$ cat config.mk
export PLATFORM = sky130hd
export DESIGN_NAME = display_scan_driver
export DESIGN_NICKNAME = d
export VERILOG_FILES = /design/src/rtl/disp_pkg.sv /design/src/rtl/seg_decoder.sv /design/src/rtl/display_scan_driver.sv
export SDC_FILE = /design/constraint.sdc
export NUM_CORES = 1
export LEC_CHECK = 0
export CAP_MARGIN = 20
export CELL_PAD_IN_SITES_DETAIL_PLACEMENT = 0
export CELL_PAD_IN_SITES_GLOBAL_PLACEMENT = 1
export CORE_ASPECT_RATIO = 2
export CORE_UTILIZATION = 42
export DETAILED_ROUTE_END_ITERATION = 8
export PLACE_DENSITY_LB_ADDON = 0.1
export SYNTH_ARGS = -nofsm -noshare
export SYNTH_HDL_FRONTEND = slang
export SYNTH_SLANG_ARGS = --single-unit
$ cat constraint.sdc
create_clock -name clk -period 2.62 [get_ports clk]
set_clock_uncertainty 0.05 [all_clocks]
set_input_delay 0.262 -clock clk [delete_from_list [all_inputs] [get_ports clk]]
set_output_delay 0.262 -clock clk [all_outputs]
set_load 0.05 [all_outputs]
$ cat src/rtl/disp_pkg.sv
// disp_pkg: scan FSM states and 7-segment patterns shared by the display driver
package disp_pkg;
  typedef enum logic [1:0] {S_TENS, S_GAP1, S_UNITS, S_GAP2} state_t;
  localparam logic [6:0] SEG_OFF  = 7'h00;
  localparam logic [6:0] SEG_DASH = 7'h40;
  localparam logic [6:0] SEG_0 = 7'h3F;
  localparam logic [6:0] SEG_1 = 7'h06;
  localparam logic [6:0] SEG_2 = 7'h5B;
  localparam logic [6:0] SEG_3 = 7'h4F;
  localparam logic [6:0] SEG_4 = 7'h66;
  localparam logic [6:0] SEG_5 = 7'h6D;
  localparam logic [6:0] SEG_6 = 7'h7D;
  localparam logic [6:0] SEG_7 = 7'h07;
  localparam logic [6:0] SEG_8 = 7'h7F;
  localparam logic [6:0] SEG_9 = 7'h6F;
  localparam logic [9:0][6:0] SEG_DIGITS = {SEG_9, SEG_8, SEG_7, SEG_6, SEG_5,
                                            SEG_4, SEG_3, SEG_2, SEG_1, SEG_0};
endpackage

$ cat src/rtl/seg_decoder.sv
// seg_decoder: BCD value to {g..a} pattern with blanking, dash for 10..15 and optional inversion
module seg_decoder
  import disp_pkg::*;
(
  input  logic [3:0] value,
  input  logic       blank,
  input  logic       invert,
  output logic [6:0] seg
);
  logic [6:0] raw;
  always_comb begin
    raw = blank ? SEG_OFF : value > 4'd9 ? SEG_DASH : SEG_DIGITS[value];
    seg = raw ^ {7{invert}};
  end
endmodule

$ cat src/rtl/display_scan_driver.sv
// display_scan_driver: latches BCD results and multiplexes them onto a two-digit 7-segment display
module display_scan_driver
  import disp_pkg::*;
#(
  parameter int unsigned REFRESH_CYCLES = 4000,
  parameter int unsigned BLANK_CYCLES   = 100,
  parameter bit          INVERT         = 1'b1,
  parameter bit          LZ_BLANK       = 1'b1
) (
  input  logic       clk,
  input  logic       reset,
  input  logic       load,
  input  logic [3:0] ten_count,
  input  logic [3:0] unit_count,
  output logic [6:0] segments,
  output logic       digit,
  output logic       frame_done
);
  localparam int unsigned MAXC = REFRESH_CYCLES > BLANK_CYCLES ? REFRESH_CYCLES : BLANK_CYCLES;
  localparam int CW = $clog2(MAXC + 1);
  localparam logic [CW-1:0] R_LAST = CW'(REFRESH_CYCLES - 1);
  localparam logic [CW-1:0] B_LAST = CW'(BLANK_CYCLES - 1);
  localparam bit GAPS = BLANK_CYCLES != 0;
  state_t state_q, state_d;
  logic [CW-1:0] cnt_q, cnt_d;
  logic [3:0] sh_tens_q, sh_tens_d, sh_units_q, sh_units_d;
  logic [3:0] act_tens_q, act_tens_d, act_units_q, act_units_d;
  logic [6:0] segments_q, segments_d, seg_pat;
  logic digit_q, digit_d, frame_done_q, frame_done_d;
  logic in_gap, show_tens, last, wrap;
  seg_decoder u_dec (
    .value (show_tens ? act_tens_q : act_units_q),
    .blank (in_gap || (show_tens && LZ_BLANK && act_tens_q == 4'd0)),
    .invert(INVERT),
    .seg   (seg_pat)
  );
  always_comb begin
    in_gap       = state_q == S_GAP1 || state_q == S_GAP2;
    show_tens    = state_q == S_TENS;
    last         = cnt_q == (in_gap ? B_LAST : R_LAST);
    state_d      = !last ? state_q :
                   state_q == S_TENS  ? (GAPS ? S_GAP1 : S_UNITS) :
                   state_q == S_GAP1  ? S_UNITS :
                   state_q == S_UNITS ? (GAPS ? S_GAP2 : S_TENS) : S_TENS;
    wrap         = last && state_d == S_TENS;
    cnt_d        = last ? '0 : cnt_q + 1'b1;
    sh_tens_d    = load ? ten_count : sh_tens_q;
    sh_units_d   = load ? unit_count : sh_units_q;
    // active copy takes the shadow as it stood before this edge, so a boundary load waits a frame
    act_tens_d   = wrap ? sh_tens_q : act_tens_q;
    act_units_d  = wrap ? sh_units_q : act_units_q;
    segments_d   = seg_pat;
    digit_d      = show_tens ? 1'b1 : state_q == S_UNITS ? 1'b0 : digit_q;
    frame_done_d = wrap;
  end
  always_ff @(posedge clk) begin
    if (reset) begin
      state_q      <= S_TENS;
      cnt_q        <= '0;
      sh_tens_q    <= '0;
      sh_units_q   <= '0;
      act_tens_q   <= '0;
      act_units_q  <= '0;
      segments_q   <= SEG_OFF ^ {7{INVERT}};
      digit_q      <= 1'b1;
      frame_done_q <= 1'b0;
    end else begin
      state_q      <= state_d;
      cnt_q        <= cnt_d;
      sh_tens_q    <= sh_tens_d;
      sh_units_q   <= sh_units_d;
      act_tens_q   <= act_tens_d;
      act_units_q  <= act_units_d;
      segments_q   <= segments_d;
      digit_q      <= digit_d;
      frame_done_q <= frame_done_d;
    end
  end
  assign segments   = segments_q;
  assign digit      = digit_q;
  assign frame_done = frame_done_q;
endmodule

# Word level (Yosys, flattened, before mapping)
# Memory sizes are Yosys's and may differ from the RTL's.
# Cells that the tools add are included.
[word_totals]
latchBits = 0
ff_bits = 39
output_inout_bits = 9
mem_bits_rw = 0
memories = 1
elab_cells = 36
input_bits = 11
rom_bits = 112
[mem_list]
columns = ["memory", "depth", "word_bits", "rd", "rd_clocked_by_memory_dff", "wr", "line", "rtl"]
rows = [
  ["(no name shown)", 16, 7, 1, 0, 0, "seg_decoder.sv:12", "raw = blank ? SEG_OFF : value > 4'd9 ? SEG_DASH : SEG_DIGITS[value];"],
]
[classes]
n_div = 0
multipliers = 0
order_cmp = 2
shift = 0
addsub = 1
mux = 9
n_eq_ne = 4
bitwise_logic = 1
n_reduce_logical = 9
[op_table]
columns = ["op", "n"]
rows = [
  ["7-bit two-way mux", 3],
  ["12-bit by 1-bit adder with 12-bit output, second input constant", 1],
  ["12-bit equality test", 1],
  ["12-bit two-way mux", 1],
  ["2-bit two-way mux", 4],
  ["7-bit NOT", 1],
  ["4-bit by 5-bit less-than comparator with 1-bit output, second input constant", 1],
  ["2-bit equality test, second input constant", 2],
  ["4-bit > comparator, second input constant", 1],
  ["2-bit logical NOT", 2],
  ["4-bit logical NOT", 1],
  ["4-bit two-way mux", 1],
  ["2-bit OR reduction", 2],
  ["2-bit by 1-bit equality test with 1-bit output, second input constant", 1],
  ["1-bit logical AND", 2],
  ["1-bit logical OR", 2],
]

# Depth between registers and ports, before layout
[logic_depth]
ltp_word = 7
depth_mapped = 8
mapped_depth_nobuf = 7

# Modules after synthesis
# A second synthesis with hierarchy kept.
[hier_totals]
hier_cells = 211
area_unflattened_um2 = 1946.9
[by_module_without_submodules]
columns = ["module", "seq_area_each_um2", "cells_per_inst", "area_per_inst_um2", "instances"]
rows = [
  ["display_scan_driver", 780.7, 173, 1674.1, 1],
  ["seg_decoder", 0.0, 38, 272.8, 1],
]

# Worst setup path before layout
# OpenSTA, ideal clock, no wires.
[synth_path]
path_type = "flip-flop to flip-flop"
startpoint = "register cnt_q[6]"
endpoint = "register act_tens_q[0]"
slack_ns = 0.342
n_path_buf = 0
setup_time_ns = 0.072
t_arrival_ns = 2.156
required_ns = 2.498
synth_period_minus_slack_ns = 2.278
path_stages_with_launch = 5
cell_sequence = "dfxtp_1 -> or4b_1 -> or4_4 -> a2111oi_4 -> mux2i_1"
[synth_via]
elab_chain_len = 4
[synth_lines]
columns = ["item", "line", "rtl"]
rows = [
  ["start: declaration", "display_scan_driver.sv:25", "logic [CW-1:0] cnt_q, cnt_d;"],
  ["start signal: assignment", "display_scan_driver.sv:69", "cnt_q <= cnt_d;"],
  ["12-bit equality test *", "display_scan_driver.sv:40", "last = cnt_q == (in_gap ? B_LAST : R_LAST);"],
  ["2-bit two-way mux", "display_scan_driver.sv:41", "state_d = !last ? state_q :"],
  ["2-bit logical NOT", "display_scan_driver.sv:45", "wrap = last && state_d == S_TENS;"],
  ["1-bit logical AND *", "display_scan_driver.sv:45", ""],
  ["end signal: assignment", "display_scan_driver.sv:72", "act_tens_q <= act_tens_d;"],
  ["end: declaration", "display_scan_driver.sv:27", "logic [3:0] act_tens_q, act_tens_d, act_units_q, act_units_d;"],
]
# Every way passes the cells marked *; elsewhere a longest branch is shown, timed or not.
# A chain may end at the register's enable or synchronous reset.

# Final worst setup path
[layout_path]
startpoint = "register cnt_q[6]"
endpoint = "register act_units_q[2]"
[layout_via]
elab_chain_len = 4
[layout_lines]
columns = ["item", "line", "rtl"]
rows = [
  ["12-bit equality test *", "display_scan_driver.sv:40", ""],
  ["2-bit two-way mux", "display_scan_driver.sv:41", ""],
  ["2-bit logical NOT", "display_scan_driver.sv:45", ""],
  ["1-bit logical AND *", "display_scan_driver.sv:45", ""],
  ["end signal: assignment", "display_scan_driver.sv:73", "act_units_q <= act_units_d;"],
  ["end: declaration", "display_scan_driver.sv:27", ""],
]
# Marks and branches as above.

==> impl_metrics.json <==
{
  "ant_nets": 0,
  "synth_edf_count": 0,
  "setup_viol": 0,
  "tightest_slew_ns": 0.545,
  "ios": 20,
  "cts_hold_buf": 0,
  "crit_arrival_ns": 2.40,
  "netlist_top_cells_count": "39 x dfxtp_1, 32 x nor2_1, 18 x mux2i_1",
  "rsz0062_at_grt": "false",
  "tns_ns": 0,
  "synth.area.top_cells": "dfxtp_1 44%, mux2i_1 10%, nor2_1 6.8%, nand2b_1 6.1%, ha_1 5.0%",
  "critPathCaptureType": "flip-flop",
  "core_area_um2": 3920,
  "die_area_um2": 4460,
  "fmax_mhz": 449,
  "timing_worst_setup_path_type": "reg -> reg",
  "ys.flop_type": "dfxtp_1",
  "vias_per_cell": 5.15,
  "tritoncts": "built",
  "synthArstFlopShare_pct": 0,
  "drt_iter0_markers": 17,
  "yosysSeqAreaShare_pct": 44.5,
  "post_drt_wl_per_cell_um": 13.0,
  "whs_path_depth": 1,
  "period_share_pct": 85.0,
  "cts-root-buf": "clkbuf_8",
  "syn_nets": 205,
  "hold_class": "reg -> reg",
  "first_pass_iters": 4,
  "gp_congestion": 0.827,
  "die_x_um": 47.7,
  "synth_warnings": 0,
  "maxCapViolCount": 0,
  "power.total_mw": 1.07,
  "clock_sink_count": 39,
  "floorplan.initialDensity_pct": 44.7,
  "slew_viol_final": 0,
  "status": "complete, no violations",
  "relSlewSlack_pct": 62.6,
  "utilization_pct": 53.7,
  "fin_crit_ns": 2.23,
  "r2r_cells": 5,
  "grt_pass1_wl_um": 5820,
  "place_hpwl_um": 2690,
  "placementRows": 32,
  "grt_pass1_vias": 1434,
  "die_h_um": 93.4,
  "antenna_found_initial": 0,
  "ys_types": 30,
  "diodes": 0,
  "insertion_delay_ns": 0.29,
  "required_ns": 2.79,
  "cts_buffers": 5,
  "p_leak_nw": 0.764,
  "syn_area_per_cell_um2": 9.39,
  "synth_top_area_cell": "dfxtp_1",
  "grt_start_max_net_pins": 30,
  "place.port_buffers": 19,
  "synthMostInstantiatedCell": "dfxtp_1",
  "post_cts_buffers": 0,
  "power_density_nw_per_um2": 506,
  "yosysTopAreaCellShare_pct": 44.5,
  "synth_seq_cells": 39,
  "startpoint_type": "flip-flop",
  "grtUsageTotal_pct": 18.2,
  "syn2layout_area_growth_pct": 20.0,
  "drt-total-wl_um": 3420,
  "htreeDepth": 2,
  "crit_fanout": 9,
  "clk_pin_slew_ns": 0.08,
  "final-hold-violation-count": 0,
  "drive_gt1_share_pct": 9.43,
  "synthCells": 187,
  "syn_area_um2": 1760,
  "drcViolationCount": 0,
  "grt-ovfl-total": 0,
  "fin_nets": 229,
  "vias": 1354,
  "ir_drop_v": 0.000422,
  "clock_path_buffers": 2,
  "post_cts_resized": 0
}
==> metrics by stage <==
stage	cell area, um^2	setup slack, ns	cells	hold slack (ns)
2_1_floorplan	1760	0.342	187	0.359
3_3_place_gp	2020	0.477	255	0.392
3_5_place_dp	2020	0.392	255	0.400
4_1_cts	2110	0.379	263	0.422
5_1_grt	2110	0.297	263	0.444
6_report	2110	0.393	263	0.418
==> registers in the layout, summed over array words and instances, names as in the netlist <==
| signal | count |
|---|---|
| act_units_q | 4 |
| sh_tens_q | 4 |
| segments | 7 |
| act_tens_q | 4 |
| sh_units_q | 4 |
| frame_done | 1 |
| state_q | 2 |
| digit | 1 |
| cnt_q | 12 |
==> per-layer routing <==
metal  track usage (%)  vias to the layer above  part of all wire [%]
met5                 0                        -                     0
met4              10.9                        0                   3.8
met3              3.47                       12                   2.4
met2              33.3                       32                    59
met1              16.4                      622                    35
li1                  -                      688                     -
==> area by class of cell <==
| type | count | area [um^2] |
|---|---|---|
| clock inverter | 3 | 20.0 |
| tap | 51 | 63.8 |
| multi-input combinational | 136 | 930 |
| clock buffer | 5 | 68.8 |
| sequential | 39 | 781 |
| timing repair buffer | 23 | 220 |
| fill | 413 | 1820 |
| inverter | 6 | 22.5 |
==> worst max-delay path, cell delays in order (launching register included) <==
cell and delay [ns]:
dfxtp_1 0.34, or4b_1 0.55, or4_4 0.46, a2111oi_4 0.31, buf_4 0.25, mux2i_1 0.21
==> logic make-up (layout without fill, tap and decap cells) <==
kind of cell	after synthesis	after routing	synth area share [%]
AOI/OAI and AO/OA	17	17	7.70
xor gates and xnor gates	10	10	4.99
adders and majority gates	7	7	4.99
buffers and inverters	12	37	2.57
DFF	39	39	44.5
muxes	21	21	12.2
and+or+nand+nor	81	81	23.1
==> cells in the final DEF, fill, tap and decap left out <==
master           count
dfxtp_1             39
nor2_1              32
clkdlybuf4s50_1     19
mux2i_1             18
nand2b_1            17
nand2_1              9
xnor2_1              9
ha_1                 7
inv_1                6
nand3_1              6
nor4_1               6
clkbuf_8             5
a21oi_1              4
o21ai_0              4
buf_4                4
mux2_2               3
nor3_1               3
or3_1                2
o21ba_2              2
o22ai_1              2
clkinvlp_4           2
or4b_1               1
or4_4                1
and4_2               1
a2111oi_4            1
o221ai_1             1
a32o_1               1
o2111ai_1            1
a22oi_1              1
and3_1               1
nand4_1              1
xor2_1               1
nor2b_1              1
clkinv_2             1
==> worst paths after layout <==
path | startpoint | endpoint | slack [ns]
max reg2reg | cnt_q[6] | act_units_q[2] | 0.39
max | cnt_q[6] | act_units_q[2] | 0.39
min | cnt_q[0] | cnt_q[0] | 0.42
min reg2reg | cnt_q[0] | cnt_q[0] | 0.42
==> power by group <==
part / total, mW / leakage, nW / internal [mW] / switching, mW
sequential: 0.611 / 0.317 / 0.603 / 0.00764
combinational: 0.0529 / 0.407 / 0.0305 / 0.0223
clock: 0.402 / 0.0402 / 0.185 / 0.217
No activity file was read; power rests on OpenSTA's default activity.
